[src/rtl/autobaud_sync.sv]
// Auto-baud / auto-parity detector: times a 0x55,0x57 sync pair, samples the
// parity/stop slot of each, then publishes an oversampling divisor and parity mode.
module autobaud_sync #(
  parameter int CNT_W     = 20,
  parameter int OVS_LOG2  = 4,
  parameter int DVSR_W    = 12,
  parameter int TOL_SHIFT = 4
) (
  input  logic              clk,
  input  logic              rst_n,
  input  logic              start,
  input  logic              rx,
  output logic [DVSR_W-1:0] baud_dvsr,
  output logic [CNT_W-1:0]  bit_period,
  output logic [1:0]        parity_mode,
  output logic              busy,
  output logic              locked,
  output logic              done_tick,
  output logic              err_tick
);

  typedef enum logic [2:0] {S_IDLE, S_HUNT, S_MEAS, S_PAR, S_GAP, S_CHECK} state_t;

  state_t            state, nxt;
  logic              rx_m, rx_s, rx_s_d, fe;
  logic [CNT_W-1:0]  cnt, span0, span1, span_cur, par_pt, diff, tol;
  logic [2:0]        ecnt;
  logic              idx;
  logic [1:0]        p;
  logic [CNT_W:0]    sum, avg, dv;
  logic              cnt_max, edge_last, par_hit, dv_big, check_ok, timing_st;
  logic [1:0]        pmode;

  always_ff @(posedge clk or negedge rst_n) begin
    if (!rst_n) begin
      rx_m   <= 1'b1;
      rx_s   <= 1'b1;
      rx_s_d <= 1'b1;
    end else begin
      rx_m   <= rx;
      rx_s   <= rx_m;
      rx_s_d <= rx_s;
    end
  end

  assign fe        = rx_s_d & ~rx_s;
  assign cnt_max   = (cnt == '1);
  assign span_cur  = idx ? span1 : span0;
  assign par_pt    = (span_cur >> 3) + (span_cur >> 4);
  assign par_hit   = (cnt == par_pt);
  // 0x57 has no b1 edge, so its b7 edge is the 3rd after start; 0x55's is the 4th
  assign edge_last = fe && (ecnt == (idx ? 3'd2 : 3'd3));
  assign timing_st = (state == S_MEAS) || (state == S_PAR) || (state == S_GAP);

  assign sum      = {1'b0, span0} + {1'b0, span1};
  assign avg      = sum >> 1;
  assign dv       = avg >> (3 + OVS_LOG2);
  assign dv_big   = |(dv >> DVSR_W);
  assign diff     = (span0 >= span1) ? (span0 - span1) : (span1 - span0);
  assign tol      = span0 >> TOL_SHIFT;
  assign check_ok = (diff <= tol) && (p != 2'b00) && (dv != '0);
  // p[0]=0,p[1]=1 -> even; p[0]=1,p[1]=0 -> odd; both high means stop bits only
  assign pmode    = (p == 2'b11) ? 2'd0 : (p == 2'b10) ? 2'd2 : 2'd1;

  always_ff @(posedge clk or negedge rst_n) begin
    if (!rst_n) state <= S_IDLE;
    else        state <= nxt;
  end

  always_comb begin
    nxt = state;
    if (start) nxt = S_HUNT;
    else begin
      case (state)
        S_IDLE:  nxt = S_IDLE;
        S_HUNT:  if (fe) nxt = S_MEAS;
        S_MEAS:  if (cnt_max) nxt = S_HUNT; else if (edge_last) nxt = S_PAR;
        S_PAR:   if (cnt_max) nxt = S_HUNT; else if (par_hit) nxt = idx ? S_CHECK : S_GAP;
        S_GAP:   if (cnt_max) nxt = S_HUNT; else if (fe) nxt = S_MEAS;
        S_CHECK: nxt = check_ok ? S_IDLE : S_HUNT;
        default: nxt = S_IDLE;
      endcase
    end
  end

  always_comb begin
    busy      = (state != S_IDLE);
    done_tick = 1'b0;
    err_tick  = 1'b0;
    if (!start) begin
      done_tick = (state == S_CHECK) && check_ok;
      err_tick  = ((state == S_CHECK) && !check_ok) || (timing_st && cnt_max);
    end
  end

  always_ff @(posedge clk or negedge rst_n) begin
    if (!rst_n) begin
      cnt         <= '0;
      ecnt        <= '0;
      idx         <= 1'b0;
      span0       <= '0;
      span1       <= '0;
      p           <= '0;
      baud_dvsr   <= '0;
      bit_period  <= '0;
      parity_mode <= '0;
      locked      <= 1'b0;
    end else if (start) begin
      cnt   <= '0;
      ecnt  <= '0;
      idx   <= 1'b0;
      span0 <= '0;
      span1 <= '0;
      p     <= '0;
    end else begin
      case (state)
        S_HUNT: begin
          idx <= 1'b0;
          if (fe) begin
            cnt  <= CNT_W'(1);
            ecnt <= '0;
          end
        end
        S_MEAS: begin
          cnt <= cnt + 1'b1;
          if (fe) ecnt <= ecnt + 1'b1;
          if (edge_last) begin
            if (idx) span1 <= cnt;
            else     span0 <= cnt;
            cnt <= '0;
          end
        end
        S_PAR: begin
          cnt <= cnt + 1'b1;
          if (par_hit) begin
            p[idx] <= rx_s;
            if (!idx) cnt <= '0;
          end
        end
        S_GAP: begin
          cnt <= cnt + 1'b1;
          if (fe) begin
            idx  <= 1'b1;
            cnt  <= CNT_W'(1);
            ecnt <= '0;
          end
        end
        S_CHECK: begin
          if (check_ok) begin
            bit_period  <= CNT_W'(avg >> 3);
            baud_dvsr   <= dv_big ? '1 : DVSR_W'(dv);
            parity_mode <= pmode;
            locked      <= 1'b1;
          end
        end
        default: ;
      endcase
    end
  end

endmodule

[config.mk]
export PLATFORM = sky130hd
export DESIGN_NAME = autobaud_sync
export DESIGN_NICKNAME = d
export VERILOG_FILES = /design/src/rtl/autobaud_sync.sv
export SDC_FILE = /design/constraint.sdc
export NUM_CORES = 1
export LEC_CHECK = 0
export BUFFER_PORTS_ARGS = -buffer_cell sky130_fd_sc_hd__buf_2
export CAP_MARGIN = 5
export CORE_AREA = 3 3 177 179
export DETAILED_ROUTE_END_ITERATION = 8
export DIE_AREA = 0 0 180 182
export PLACE_DENSITY_LB_ADDON = 0.15
export SYNTH_ARGS = -nofsm -noshare
export SYNTH_HDL_FRONTEND = slang
export SYNTH_SLANG_ARGS = --single-unit
export TNS_END_PERCENT = 100
[constraint.sdc]
create_clock -name clk -period 20.2 [get_ports clk]
set_input_delay 4.04 -clock clk [delete_from_list [all_inputs] [get_ports clk]]
set_output_delay 4.04 -clock clk [all_outputs]
set_load 0.02 [all_outputs]
# Word-level counts from Yosys, hierarchy flattened
# Cells that the tools add are included.
dict set report classes {
  addsub 6
  n_mul 0
  div_mod_pow 0
  n_lt_le_gt_ge 4
  n_eq_ne 17
  shifts 0
  n_mux 46
  n_bitwise 3
  reduce_logical 31
}
# cell n
set op_table {}
lappend op_table {{$mux W20} 16}
lappend op_table {{$pmux W20 S4} 1}
lappend op_table {{$sub A20 B20 Y20} 2}
lappend op_table {{$mux W3} 10}
lappend op_table {{$add A20 B20 Y21} 1}
lappend op_table {{$reduce_bool A21 Y1} 1}
lappend op_table {{$add A20 B1 Y20 const B} 1}
lappend op_table {{$eq A20 B18 Y1} 1}
lappend op_table {{$eq A20 B20 Y1 const B} 1}
lappend op_table {{$ge A20 B20 Y1} 1}
lappend op_table {{$le A20 B16 Y1} 1}
lappend op_table {{$add A17 B16 Y18} 1}
lappend op_table {{$pmux W3 S5} 1}
lappend op_table {{$mux W12} 1}
lappend op_table {{$reduce_and A3 Y1} 4}
lappend op_table {{$reduce_bool A2 Y1} 6}
lappend op_table {{$mux W2} 5}
lappend op_table {{$ne A3 B3 Y1 const B} 3}
lappend op_table {{$reduce_bool A3 Y1} 3}
lappend op_table {{$mux W1} 8}
lappend op_table {{$ne A4 B4 Y1 const B} 2}
lappend op_table {{$reduce_and A2 Y1} 4}
lappend op_table {{$logic_and A1 B1 Y1} 7}
lappend op_table {{$eq A3 B2 Y1 const B} 2}
lappend op_table {{other kinds (19)} 24}
dict set report word_totals {
  reg_bits 104
  latch_bits 0
  mem_bits_rw 0
  mem_bits_ro 0
  mem_count 0
}

# Longest topological paths before layout
# Gate-level depths: netlist (run 1).
dict set report logic_depth {
  word_depth 9
  mapped_depth 25
  ltp_nobuf 24
}

# Worst setup path after synthesis (run 1)
# OpenSTA, ideal clock, no wires.
dict set report synth_path {
  path_type {reg-to-output}
  start {register span0[0]}
  end {output err_tick}
  arrival_time_ps 5240
  required_time_ps 16160
  setup_slack_ps 10920
  path_stages_with_launch 25
  n_path_buf 2
  cell_sequence {dfrtp_1 > inv_1 > ha_1 > inv_1 > fa_1 > a211oi_1 > o21ai_0 > o2111a_1 > a221o_1 > clkbuf_1 > o221a_2 > o311ai_0 > xnor2_1 > ha_1 > a21oi_1 > o21ai_0 > a2111o_1 > o32a_1 > a211oi_2 > nand3_1 > o311a_1 > a41oi_2 > buf_2 > or2_1 > a21oi_1}
}
dict set report synth_between {
  elab_chain_len 9
  word_cells_on_any_way 13
}
# element line_no
set synth_rtl {}
lappend synth_rtl {{from (decl)} 26} ;# logic [CNT_W-1:0] cnt, span0, span1, span_cur, par_pt, diff, tol;
lappend synth_rtl {{from (signal assigned)} 129} ;# else span0 <= cnt;
lappend synth_rtl {{$sub A20 B20 Y20 / $ge A20 B20 Y1 (equally long branches)} 59} ;# assign diff = (span0 >= span1) ? (span0 - span1) : (span1 - span0);
lappend synth_rtl {{$mux W20} 59}
lappend synth_rtl {{$le A20 B16 Y1} 61} ;# assign check_ok = (diff <= tol) && (p != 2'b00) && (dv != '0);
lappend synth_rtl {{$logic_and A1 B1 Y1} 61}
lappend synth_rtl {{$logic_and A1 B1 Y1 *} 61}
lappend synth_rtl {{$logic_not A1 Y1 *} 92} ;# err_tick = ((state == S_CHECK) && !check_ok) || (timing_st && cnt_max);
lappend synth_rtl {{$logic_and A1 B1 Y1 *} 92}
lappend synth_rtl {{$logic_or A1 B1 Y1 *} 92}
lappend synth_rtl {{$mux W1 *} 90} ;# if (!start) begin
lappend synth_rtl {{to (decl)} 19} ;# output logic err_tick
# Mark *: on every way between the ends. The rest lies on a longest branch, timed or not.

# Worst setup path in the final report (run 1)
dict set report layout_path {
  start {register span0[16]}
  end {output done_tick}
}
dict set report layout_between {
  elab_chain_len 7
  word_cells_on_any_way 11
}
# element line_no
set layout_rtl {}
lappend layout_rtl {{$sub A20 B20 Y20 / $ge A20 B20 Y1 (equally long branches)} 59}
lappend layout_rtl {{$mux W20} 59}
lappend layout_rtl {{$le A20 B16 Y1} 61}
lappend layout_rtl {{$logic_and A1 B1 Y1} 61}
lappend layout_rtl {{$logic_and A1 B1 Y1 *} 61}
lappend layout_rtl {{$logic_and A1 B1 Y1 *} 91} ;# done_tick = (state == S_CHECK) && check_ok;
lappend layout_rtl {{$mux W1 *} 90}
lappend layout_rtl {{to (decl)} 18} ;# output logic done_tick,
# Marked as above.

==> flow_summary.toml, run 1 <==
[status]
outcome = "complete, no violations"

[finish]
n_fill_cell = 3182
seq_area_um2 = 2610
multi_input_area_um2 = 6360
n_antenna_cell = 0
layout-drive-gt1-share_pct = 8.43
num-nets-final = 1271
area_delta_synth_final_pct = 8.27

[cts]
post-cts-setup-buffers = 0
clk_pin_slew_ps = 80
clock-sinks = 104
cts_tree = "done"
hold_buffers = 0
cts_buffers = 9
h-tree-depth = 3
cts_resized = 0
clock_latency_ps = 370
cts_buffer_depth = 2
cts-root-buf = "clkbuf_16"

[die]
fp.dieH_um = 182
die_area_um2 = 32800
ios = 42
std_cell_rows = 63
initial_utilization_pct = 31.9
core_area_um2 = 29700
die-width_um = 180

[logic_synthesis]
synth_flop_cell = "dfrtp_1"
synth-seq-cells = 104
ys_types = 81
synth_edf_count = 0
synthCells = 1172
ys_warn_count = 0
avgSynthCellArea_um2 = 8.09
syn-cell-area_um2 = 9490
yosysSeqAreaShare_pct = 27.5
synthArstFlopShare_pct = 100

[global_route]
gr-total-overflow = 0
antenna_found_initial = 0
grt_pass1_vias = 8224
grt_use_total_pct = 18.5
grt_pass1_wl_um = 48400
grt_max_degree = 64

[routing]
via_per_inst = 5.46
drtIter0Drc = 712
wl_per_cell_um = 19.3
drcViolationCount = 0
vias = 8544
ant_nets = 0
routed_wl_um = 30200
first_pass_iters = 5

[placed_design]
pre_cts_slack_ps = 8690
gp_congestion = 0.893
dp_hpwl_um = 23500
port-buffer-count = 38

[power]
swShare_pct = 30.6
clkPwrFrac_pct = 38.1
p_per_area_nw_per_um2 = 45.4
comb_power_share_pct = 16.2
p_seq_share_pct = 45.7
p_leak_nw = 4.70
internal_power_uw = 323
ir_drop_mv = 0.0429
switching_power_uw = 142

[timing]
report.final.slew_viol_count = 0
relSlewSlack_pct = 25.0
finalHoldViolations = 0
fin_ws_ps = 8190
tightest_slew_ps = 1120
fin_skew_ps = 12.1
hold_ws_ps = 358
layout_min_cycle_time_ps = 12010
period_share_pct = 59.4
finalSetupViolCount = 0
rsz0062_at_grt = "no"
fmax_mhz = 83.3
setup_tns_ps = 0

[job]
cap_violations = 0

[min_path]
hp-class = "reg2reg"

[setup_path]
crit_buf_inv = 3
critPathKind = "reg2out"
critPathMaxStageDelay_ps = 890
path_delay_family = "compound AO/OA/AOI/OAI gates"
path_cells = "inv_1 > ha_1 > nand2_1 > nor3_1 > o2111a_1 > a221o_1 > mux2i_1 > o221a_2 > o311ai_0 > xnor2_1 > ha_1 > a21oi_1 > o21ai_0 > a2111o_1 > o32a_1 > a211oi_2 > nand3_1 > o311a_1 > a41oi_4 > nand2_2 > inv_1 > buf_2"
endpoint_kind = "output pin"
critPathMaxFanout = 40
crit_path_start_kind = "register"
crit_required_ps = 16160
cp.arrival_ps = 7970
crit_path_top_delay_cell = "a41oi_4"
[power groups by stage]
stage	combinational (mW)	sequential, mW	clock, mW
6_report	0.0755	0.213	0.177
5_1_grt	0.0847	0.213	0.191
4_1_cts	0.0758	0.213	0.183
3_5_place_dp	0.0753	0.217	0
3_3_place_gp	0.0763	0.217	0
2_1_floorplan	0.0518	0.215	0
[cells by family (layout without fill, tap and decap cells)]
group	count (synthesis)	count (layout)	synth area share, %
buffers and inverters	138	139	5.94
other	1	3	0.0395
flip-flops	104	104	27.5
multiplexers	23	23	2.86
AND/OR/NAND/NOR	369	369	19.3
XOR/XNOR	63	63	5.82
AO/OA/AOI/OAI	377	377	25.6
adder cells (fa/ha/maj)	97	97	13.0
[metal layers]
layer / GRT usage, % / share of wire, % / vias to the layer above
li1: - / - / 4204
met1: 26.6 / 49 / 4122
met2: 29.9 / 46 / 183
met3: 1.94 / 3.7 / 35
met4: 4.61 / 1.7 / 0
met5: 0 / 0 / -
[placed cells by master (no fill, tap or decap), types with 9 or more instances in the layout]
master,instances
nand2_1,112
a31oi_1,26
o211ai_1,11
xnor2_1,47
xor2_1,16
nand2b_1,36
o21ai_0,95
a21oi_1,111
nor3_1,15
nor2b_1,11
a211oi_1,16
dfrtp_1,101
a21o_1,18
o21bai_1,10
buf_4,9
clkbuf_16,9
nand4_1,15
or3_1,12
a41oi_1,10
nand3_1,33
and3_1,15
mux2i_1,11
ha_1,94
buf_2,37
nor2_1,79
inv_1,77
[stage by stage]
step	std cells	cell area (um^2)	util, %	power, mW
final	1565	10300	34.6	0.466
after detailed placement	1549	10000	33.6	0.293
after global placement	1549	10000	33.6	0.294
after CTS	1565	10300	34.6	0.472
after floorplan	1174	9490	-	0.267
after global routing	1565	10300	34.6	0.489
[state kept, by name, summed over array words and instances (netlist names), 3 cells and up]
register    flops
span0          20
bit_period     17
state           3
span1          20
cnt            20
ecnt            3
baud_dvsr      12
[final timing paths]
path                                  startpoint  cells after the start                          to  slack (ps)
max in group asynchronous                  rst_n                      2         cnt[17]$_DFFE_PN0P_       15280
min reg2reg                       rx_m$_DFF_PN1_                      0              rx_s$_DFF_PN1_         360
max                        span0[16]$_DFFE_PN0P_                     22                   done_tick        8190
min in group asynchronous                  rst_n                      1  parity_mode[1]$_DFFE_PN0P_        3650
max reg2reg                span0[16]$_DFFE_PN0P_                     21    baud_dvsr[4]$_DFFE_PN0P_       12350
min                               rx_m$_DFF_PN1_                      0              rx_s$_DFF_PN1_         360
[cell type report]
class,count,share of cell area [%]
Multi-Input combinational cell,932,61.9
Sequential cell,104,25.4
Tap cell,390,4.75
Inverter,77,2.81
Timing Repair Buffer,46,2.46
Clock buffer,11,2.27
Clock inverter,5,0.390
[cells in the mapped netlist (all sizes together), types with 15 or more instances]
cell	n	area [um^2]
nand4	16	106
nor3	17	90.1
nand3	33	165
ha	94	1180
a21o	18	135
nand2b	36	225
inv	77	289
dfrtp	101	2530
nor2	80	300
clkbuf	35	131
xnor2	47	412
a31oi	28	175
and3	15	93.8
a21oi	113	573
a211oi	17	133
buf	26	143
nand2	114	433
xor2	16	140
o21ai	95	475
No activity file was read; power rests on OpenSTA's default activity.
==> run 2, diff against run 1 <==
Settings changed: ABC_AREA set to 1, CORE_AREA 3 3 177 179 to 3 3 190 192, DIE_AREA 0 0 180 182 to 0 0 193 195.
Clock period 20.2 ns to 10.9 ns, I/O delays scaled along.
==> run 2 against run 1 <==
Synthesized cell count grew 50%. Routed wire length grew 20%. Clock power grew 97%. First-iteration DRC count shrank 6.6%. Final cell count grew 42%. Critical path type unchanged. Largest power group is now combinational cells. Highest routed layer unchanged.
==> flow_summary.toml, run 2 <==
[routing]
ant_nets = 0
routed_wl_um = 36300
wl_per_cell_um = 16.4
drtIter0Drc = 665
first_pass_iters = 5
drcViolationCount = 0
vias = 10728
via_per_inst = 4.84

[logic_synthesis]
synth_flop_cell = "dfrtp_1"
ys_types = 56
synthArstFlopShare_pct = 100
synth_area_leaders = "dfrtp_1 (23%), nand2_1 (21%), ha_1 (11%)"
synth_edf_count = 0
synthCells = 1760
synth-seq-cells = 104
synth.most_common_cell = "nand2_1"
yosysSeqAreaShare_pct = 23.6
syn-cell-area_um2 = 11000
synth_top_cell_by_area = "dfrtp_1"
avgSynthCellArea_um2 = 6.26
synth_top_area_share_pct = 22.9
ys_warn_count = 0
yosys-top-cells-count = "nand2_1 (615), inv_1 (248), nor2_1 (157)"

[die]
std_cell_rows = 68
initial_utilization_pct = 31.9
die-width_um = 193
fp.dieH_um = 195
die_area_um2 = 37600
core_area_um2 = 34500
ios = 42

[global_route]
antenna_found_initial = 0
gr-total-overflow = 0
met1_usage_pct = 26.4
grt_use_total_pct = 19.4
grt_max_degree = 59
grt_use_met3_pct = 2.06
use_met2_pct = 32.5
grt_pass1_vias = 10475
grt_pass1_wl_um = 57500
top_usage_layer = "met2"

[cts]
cts_tree = "done"
hold_buffers = 0
clock_latency_ps = 390
cts_buffer_depth = 2
cts_resized = 0
clk_pin_slew_ps = 80
post-cts-setup-buffers = 0
clock-sinks = 104
cts-root-buf = "clkbuf_16"
h-tree-depth = 3
cts_buffers = 9

[finish]
post-route-util_pct = 34.2
layout.cells.non_filler = 2217
num-nets-final = 1858
layout-drive-gt1-share_pct = 7.95
area_delta_synth_final_pct = 7.06
reg.largest.list = "cnt: 20 flops, span0: 20 flops, span1: 20 flops"
n_antenna_cell = 0
layout_commonest_cell = "nand2_1"
layout_common_cells = "nand2_1 (615), inv_1 (248), nor2_1 (156), dfrtp_1 (100), ha_1 (94)"

[timing]
fmax_mhz = 128
rsz0062_at_grt = "no"
fin_skew_ps = 27.5
setup_tns_ps = 0
hold_ws_ps = 347
period_share_pct = 71.7
finalSetupViolCount = 0
tightest_slew_ps = 992
layout_min_cycle_time_ps = 7810
relSlewSlack_pct = 33.8
finalHoldViolations = 0
report.final.slew_viol_count = 0

[power]
p_per_area_nw_per_um2 = 319
ir_drop_mv = 0.302
p_leak_nw = 6.71
power.total_mw = 3.76

[setup_path]
cp.arrival_ps = 5630
endpoint_kind = "output pin"
critPathMaxFanout = 54
critPathKind = "reg2out"
crit_path_start_kind = "register"
crit_required_ps = 8720

[min_path]
hp-class = "reg2reg"

[status]
outcome = "complete, no violations"

[placed_design]
port-buffer-count = 38
dp_hpwl_um = 29000
place_inst = 2201
gp_congestion = 0.952

[job]
cap_violations = 0
[run 2: cell types whose count changed in the layout (fill, tap and decap cells not counted), sizes merged, moves of 12 or more]
cell    delta
inv      +181
xnor2     -41
and3      -14
a31oi     -25
nor2      +85
or3       -12
nand2b    -36
a21oi     -35
a21o      -16
xor2      +34
a211oi    -15
nand3     +60
nand2    +520
[run 2: cell type report]
type / instances / area [um^2]
Clock inverter: 6 / 52.6
Clock buffer: 10 / 229
Inverter: 258 / 973
Timing Repair Buffer: 44 / 238
Tap cell: 455 / 569
Multi-Input combinational cell: 1340 / 7130
Sequential cell: 104 / 2610
Fill cell: 3916 / 22700
[run 2: final timing paths]
kind	from	to	slack, ps	cells after the start
max reg2reg	span0[4]$_DFFE_PN0P_	parity_mode[1]$_DFFE_PN0P_	5660	26
min	rx_m$_DFF_PN1_	rx_s$_DFF_PN1_	350	0
min in group asynchronous	rst_n	bit_period[1]$_DFFE_PN0P_	1820	1
max in group asynchronous	rst_n	idx$_DFFE_PN0P_	7770	2
min reg2reg	rx_m$_DFF_PN1_	rx_s$_DFF_PN1_	350	0
max	span0[4]$_DFFE_PN0P_	done_tick	3090	25
[run 2: kinds of logic after synthesis]
logic type,Yosys count,synth area share [%]
adder cells (fa/ha/maj),97,11.2
other,1,0.0340
flip-flops,104,23.6
buffers and inverters,318,12.0
XOR/XNOR,56,4.45
multiplexers,7,0.647
AND/OR/NAND/NOR,958,36.4
AO/OA/AOI/OAI,219,11.7
[run 2: power by group]
group / leakage [nW] / total, mW / switching [mW] / internal [mW]
Clock: 0.140 / 0.348 / 0.188 / 0.160
Sequential: 1.43 / 0.515 / 0.0769 / 0.438
Combinational: 5.14 / 2.90 / 1.94 / 0.963
[run 2: through the flow]
step                setup WS, ps  cell area [um^2]
detailed placement          3550             11500
finish                      3090             11800
global route                2750             11800
CTS                         3100             11800
global placement            3620             11500
floorplan                   5130             11000
[run 2: per-layer routing]
metal / up-vias / wire length (um)
met5: - / 0
met4: 0 / 960
met3: 44 / 1540
met2: 233 / 16900
met1: 4961 / 16900
li1: 5490 / -
[run 2: critical path, cell delays in order (launching register included)]
cell and delay, ps:
dfrtp_1 420, inv_1 80, ha_1 510, nand2_2 150, nor2_4 160, inv_1 90
nor2_4 90, nand2_1 60, nand3_2 90, nand2_2 70, nand3_4 220, mux2i_1 370
nand2_1 100, o21ai_0 120, xor2_1 320, inv_1 80, ha_1 290, inv_1 50
nor3_1 430, nand3_1 140, a21oi_1 290, nand3_2 130, inv_2 80, nand2_4 330
inv_4 320, buf_2 210
